File: config.mk
export PLATFORM = sky130hd
export DESIGN_NAME = mem_seq_master
export DESIGN_NICKNAME = d
export VERILOG_FILES = /design/src/rtl/mem_seq_master.sv
export SDC_FILE = /design/constraint.sdc
export NUM_CORES = 1
export LEC_CHECK = 0
export ABC_AREA = 1
export BUFFER_PORTS_ARGS = -buffer_cell sky130_fd_sc_hd__buf_2
export CORE_MARGIN = 8
export CORE_UTILIZATION = 56
export CTS_CLUSTER_SIZE = 16
export DETAILED_ROUTE_END_ITERATION = 8
export PLACE_DENSITY = 0.77
export SLEW_MARGIN = 0
export SYNTH_ARGS = -nofsm -noshare
export SYNTH_HDL_FRONTEND = slang
export SYNTH_SLANG_ARGS = --single-unit
File: constraint.sdc
create_clock -name clk -period 2.35 [get_ports clk]
set_clock_uncertainty 0.1 [all_clocks]
set_input_delay 0.47 -clock clk [delete_from_list [all_inputs] [get_ports clk]]
set_output_delay 0.47 -clock clk [all_outputs]
set_load 0.005 [all_outputs]
File: src/rtl/mem_seq_master.sv
// Bus-master sequencer for the 256x8 scratch memory: runs one fill, copy or
// compare command over a contiguous, wrapping byte range per start pulse.
module mem_seq_master #(
    parameter int AW = 8,
    parameter int DW = 8
) (
    input  logic          clk,
    input  logic          rst_n,
    input  logic          start,
    input  logic [1:0]    op,
    input  logic [AW-1:0] src,
    input  logic [AW-1:0] dst,
    input  logic [AW-1:0] len,
    input  logic [DW-1:0] pattern,
    output logic          busy,
    output logic          done,
    output logic          mismatch,
    output logic [AW-1:0] mismatch_addr,
    output logic [AW-1:0] mem_addr,
    output logic [DW-1:0] mem_din,
    output logic          mem_we,
    input  logic [DW-1:0] mem_dout
);

    typedef enum logic [2:0] {
        IDLE,
        FILL,
        CPY_RD,
        CPY_WR,
        CMP,
        DONE
    } state_e;

    localparam logic [AW-1:0] ONE = {{(AW-1){1'b0}}, 1'b1};

    state_e        state_q, state_d;
    logic [AW-1:0] idx_q, idx_d;
    logic [AW-1:0] src_q, src_d;
    logic [AW-1:0] dst_q, dst_d;
    logic [AW-1:0] len_q, len_d;
    logic [DW-1:0] pattern_q, pattern_d;
    logic [DW-1:0] data_q, data_d;
    logic          mismatch_q, mismatch_d;
    logic [AW-1:0] mismatch_addr_q, mismatch_addr_d;
    logic          last_byte;

    assign last_byte = (idx_q == (len_q - ONE));

    always_ff @(posedge clk) begin
        if (!rst_n) begin
            state_q         <= IDLE;
            idx_q           <= '0;
            src_q           <= '0;
            dst_q           <= '0;
            len_q           <= '0;
            pattern_q       <= '0;
            data_q          <= '0;
            mismatch_q      <= 1'b0;
            mismatch_addr_q <= '0;
        end else begin
            state_q         <= state_d;
            idx_q           <= idx_d;
            src_q           <= src_d;
            dst_q           <= dst_d;
            len_q           <= len_d;
            pattern_q       <= pattern_d;
            data_q          <= data_d;
            mismatch_q      <= mismatch_d;
            mismatch_addr_q <= mismatch_addr_d;
        end
    end

    // The command is captured on acceptance so later input changes cannot disturb it.
    always_comb begin
        state_d         = state_q;
        idx_d           = idx_q;
        src_d           = src_q;
        dst_d           = dst_q;
        len_d           = len_q;
        pattern_d       = pattern_q;
        data_d          = data_q;
        mismatch_d      = mismatch_q;
        mismatch_addr_d = mismatch_addr_q;
        unique case (state_q)
            IDLE: begin
                if (start) begin
                    src_d           = src;
                    dst_d           = dst;
                    len_d           = len;
                    pattern_d       = pattern;
                    idx_d           = '0;
                    mismatch_d      = 1'b0;
                    mismatch_addr_d = '0;
                    if (len == '0 || op == 2'b11) begin
                        state_d = DONE;
                    end else if (op == 2'b00) begin
                        state_d = FILL;
                    end else if (op == 2'b01) begin
                        state_d = CPY_RD;
                    end else begin
                        state_d = CMP;
                    end
                end
            end
            FILL: begin
                idx_d = idx_q + ONE;
                if (last_byte) state_d = DONE;
            end
            CPY_RD: begin
                data_d  = mem_dout;
                state_d = CPY_WR;
            end
            CPY_WR: begin
                idx_d   = idx_q + ONE;
                state_d = last_byte ? DONE : CPY_RD;
            end
            CMP: begin
                if (mem_dout != pattern_q) begin
                    mismatch_d      = 1'b1;
                    mismatch_addr_d = dst_q + idx_q;
                    state_d         = DONE;
                end else begin
                    idx_d = idx_q + ONE;
                    if (last_byte) state_d = DONE;
                end
            end
            DONE:    state_d = IDLE;
            default: state_d = IDLE;
        endcase
    end

    always_comb begin
        busy     = (state_q != IDLE);
        done     = (state_q == DONE);
        mem_addr = '0;
        mem_din  = '0;
        mem_we   = 1'b0;
        unique case (state_q)
            FILL: begin
                mem_addr = dst_q + idx_q;
                mem_din  = pattern_q;
                mem_we   = 1'b1;
            end
            CPY_RD: mem_addr = src_q + idx_q;
            CPY_WR: begin
                mem_addr = dst_q + idx_q;
                mem_din  = data_q;
                mem_we   = 1'b1;
            end
            CMP:     mem_addr = dst_q + idx_q;
            default: ;
        endcase
    end

    assign mismatch      = mismatch_q;
    assign mismatch_addr = mismatch_addr_q;

endmodule

==> results.json <==
{
  "outcome": "finished with violations",
  "violations": "negative setup slack",
  "place_congestion": 0.9300,
  "dieArea_mm2": 0.009399,
  "holdWs_ns": 0.2695,
  "grt.busiest_layer": "met2",
  "crit_chain": "ha_4, fa_2, nand3_2, nand3_2, nand2_2, nand2_2, a21oi_2, nor2_1, nor2_1, nand2_1, nand2_1, buf_2",
  "rsz0062_at_grt": "yes",
  "power_mw": 3.745,
  "dp_cells": 701,
  "slew_violations": 0,
  "synth.most_common_cell": "nand2_1",
  "dr_total_vias": 3950,
  "nFillCells": 525,
  "drcViolationCount": 0,
  "root_buffer": "clkbuf_8",
  "syn_avg_cell_area_um2": 6.624,
  "grt_pass1_vias": 3770,
  "fmax_mhz": 383.3,
  "cts.sinks": 60,
  "antenna_found_initial": 0,
  "cp_slowest_stage_delay_ns": 0.37,
  "slowest_stage": "dfxtp_4",
  "finalNonFillerCells": 723,
  "cp-end-kind": "output pin",
  "period_minus_slack_ns": 2.609,
  "nets": 704,
  "clkLatencyLatePin_ns": 0.35,
  "synth_common_cells": "132 x nand2_1, 64 x nor2_1, 60 x dfxtp_1, 54 x a21oi_1, 52 x nand3_1",
  "synth_largest_area_cell": "dfxtp_1",
  "ir_drop_v": 0.0006968,
  "fin_area_mm2": 0.004723,
  "htreeDepth": 3,
  "synth_area_leaders": "dfxtp_1 33%, nand2_1 14%, a21oi_1 7.4%",
  "finalWorstSetupSlack_ns": -0.2590,
  "min-delay-start": "mem_dout[5]",
  "overflow": 0,
  "holdBufCountCts": 0,
  "ios": 73,
  "syn_to_final_growth_pct": 28.71,
  "crit_family": "simple AND/OR/NAND/NOR gates",
  "synth_cells": 554,
  "vias_per_cell": 5.463,
  "rr_endpoint": "mismatch_addr[6]$_SDFFE_PN0P_",
  "met1_usage_pct": 29.08,
  "period_share_pct": 111.0,
  "final_layout_size_suffix_gt1_share_pct": 27.86,
  "num_antenna_cells": 0,
  "synth_top_area_share_pct": 32.73,
  "p_leak_nw": 2.136,
  "dp_hpwl_um": 7665,
  "grt_pass1_wl_um": 17550,
  "clock_path_buffers": 2,
  "synth-main-ff-cell": "dfxtp_1",
  "antenna_left": 0,
  "chipHeight_um": 96.95,
  "tritoncts": "yes",
  "drt_iter0_drc": 203,
  "critPathKind": "flip-flop to output pin",
  "timing.rr.start": "idx_q[0]$_SDFFE_PN0P_",
  "worst_pin_slew_ns": 0.4324,
  "min_path_cells": 3,
  "critPathBufInv": 1,
  "totalWireLength_um": 10930,
  "power_density_mw_per_mm2": 792.9,
  "synth_edf_count": 0,
  "met3_usage_pct": 6.330,
  "track_usage_pct": 22.07,
  "r2r_setup_slack_ns": 0.44,
  "rows": 29,
  "postSynth.asyncResetShare_pct": 0,
  "drtPass1Iterations": 6,
  "grt_max_degree": 29,
  "wire_per_inst_um": 15.12,
  "die_x_um": 96.95,
  "min_to": "data_q[5]$_SDFFE_PN0P_",
  "final_util_pct": 74.38,
  "critPathLaunchType": "flip-flop",
  "worstPathMaxFanout": 3,
  "arrival_ns": 2.04,
  "syn_area_mm2": 0.003670,
  "setup_violations": 5,
  "reg2reg_depth": 8,
  "holdCritPathClass": "primary input to flip-flop",
  "cp_data_required_time_ns": 1.78,
  "max-cap-violations": 0,
  "use_met2_pct": 33.91,
  "place_area_mm2": 0.004183,
  "final-hold-violation-count": 0,
  "core_area_mm2": 0.006350,
  "cts_buffers": 9,
  "syn-num-nets": 617,
  "synth-seq-area-share_pct": 32.73,
  "max-slew-margin-rel_pct": 71.18,
  "path_clk_slew_ns": 0.07,
  "initial_core_util_pct": 57.79,
  "io_buffers": 72,
  "yosysWarnings": 0,
  "yosys_register_bits": 60,
  "synthDistinctLibCells": 30
}
[worst max path at each step]
stage / start / endpoint / slack [ns] / cells after the start
after floorplan: idx_q[0]$_SDFFE_PN0P_ / mem_addr[6] / 0.15 / 7
after global placement: idx_q[0]$_SDFFE_PN0P_ / mem_addr[6] / 0.05 / 12
after detailed placement: idx_q[0]$_SDFFE_PN0P_ / mem_addr[6] / 0.001 / 12
after CTS: idx_q[0]$_SDFFE_PN0P_ / mem_addr[6] / -0.23 / 8
after global routing: idx_q[0]$_SDFFE_PN0P_ / mem_addr[6] / -0.35 / 12
final: idx_q[0]$_SDFFE_PN0P_ / mem_addr[6] / -0.26 / 12
[where the power goes]
| part | total (mW) | internal, mW | switching (mW) |
|---|---|---|---|
| Clock | 0.854 | 0.406 | 0.447 |
| Combinational | 1.55 | 0.600 | 0.950 |
| Sequential | 1.34 | 1.18 | 0.162 |
| Total | 3.75 | 2.19 | 1.56 |
[cells in the final DEF, fill, tap and decap left out, types with 3 or more instances in the layout]
master and instances:
nor3_1 3, o21ai_0 35, dfxtp_2 8, nand3_1 47, xor2_1 9, xnor2_1 16, xnor2_2 3, a21oi_1 51
nor2_4 3, a21oi_2 4, ha_4 12, dfxtp_4 4, nand3_2 5, o22ai_1 3, ha_1 3, nor2_1 63
nand2_1 124, clkbuf_8 10, nand2_2 8, dfxtp_1 48, buf_2 72, inv_1 47, clkinvlp_4 5, nand4_1 7
inv_2 4, buf_4 26
[tightest hold or removal path, cell delays in order]
cell	delay [ns]
buf_2	0.09
nor2_1	0.04
nor2_1	0.08
[area by class of cell]
| class | instances | area (µm²) | share of cell area [%] |
|---|---|---|---|
| timing repair buffer | 100 | 578.1 | 12.24 |
| tap | 77 | 96.34 | 2.040 |
| inverter | 53 | 202.7 | 4.291 |
| clock buffer | 10 | 137.6 | 2.914 |
| clock inverter | 6 | 40.04 | 0.8477 |
| sequential | 60 | 1226 | 25.96 |
| multi-input combinational | 417 | 2442 | 51.71 |
[what timing repair did]
action / CTS / global route
pin swaps: 8 / 18
endpoints found under the setup margin: 7 / 16
gates resized for setup: 29 / 41
cloned: 0 / 0
buffers inserted: 2 / 4
[layer usage]
metal	routed length, µm	up-vias
met5	0	-
met4	226	0
met3	913	20
met2	5020	168
met1	4770	1790
li1	-	1972
[sequential cells by signal, summed over array words and instances, names as in the netlist]
name / flops
data_q: 8
dst_q: 8
idx_q: 8
len_q: 8
mismatch_addr: 8
pattern_q: 8
src_q: 8
state_q: 3
mismatch: 1
[metrics by stage]
stage	setup TNS [ns]	worst slack (ns)
3_5_place_dp	0	0.001286
3_3_place_gp	0	0.04720
6_report	-0.7900	-0.2590
5_1_grt	-1.251	-0.3499
4_1_cts	-0.6067	-0.2286
2_1_floorplan	0	0.1501
[kinds of logic (layout without fill, tap and decap cells)]
| group | Yosys count | in the layout | synth area share [%] |
|---|---|---|---|
| xor+xnor | 29 | 29 | 6.921 |
| simple gates | 266 | 266 | 30.55 |
| compound gates | 104 | 104 | 14.86 |
| buf+inv | 77 | 169 | 8.387 |
| fa+ha+maj | 18 | 18 | 6.546 |
| flops | 60 | 60 | 32.73 |
No activity file was read; power rests on OpenSTA's default activity.
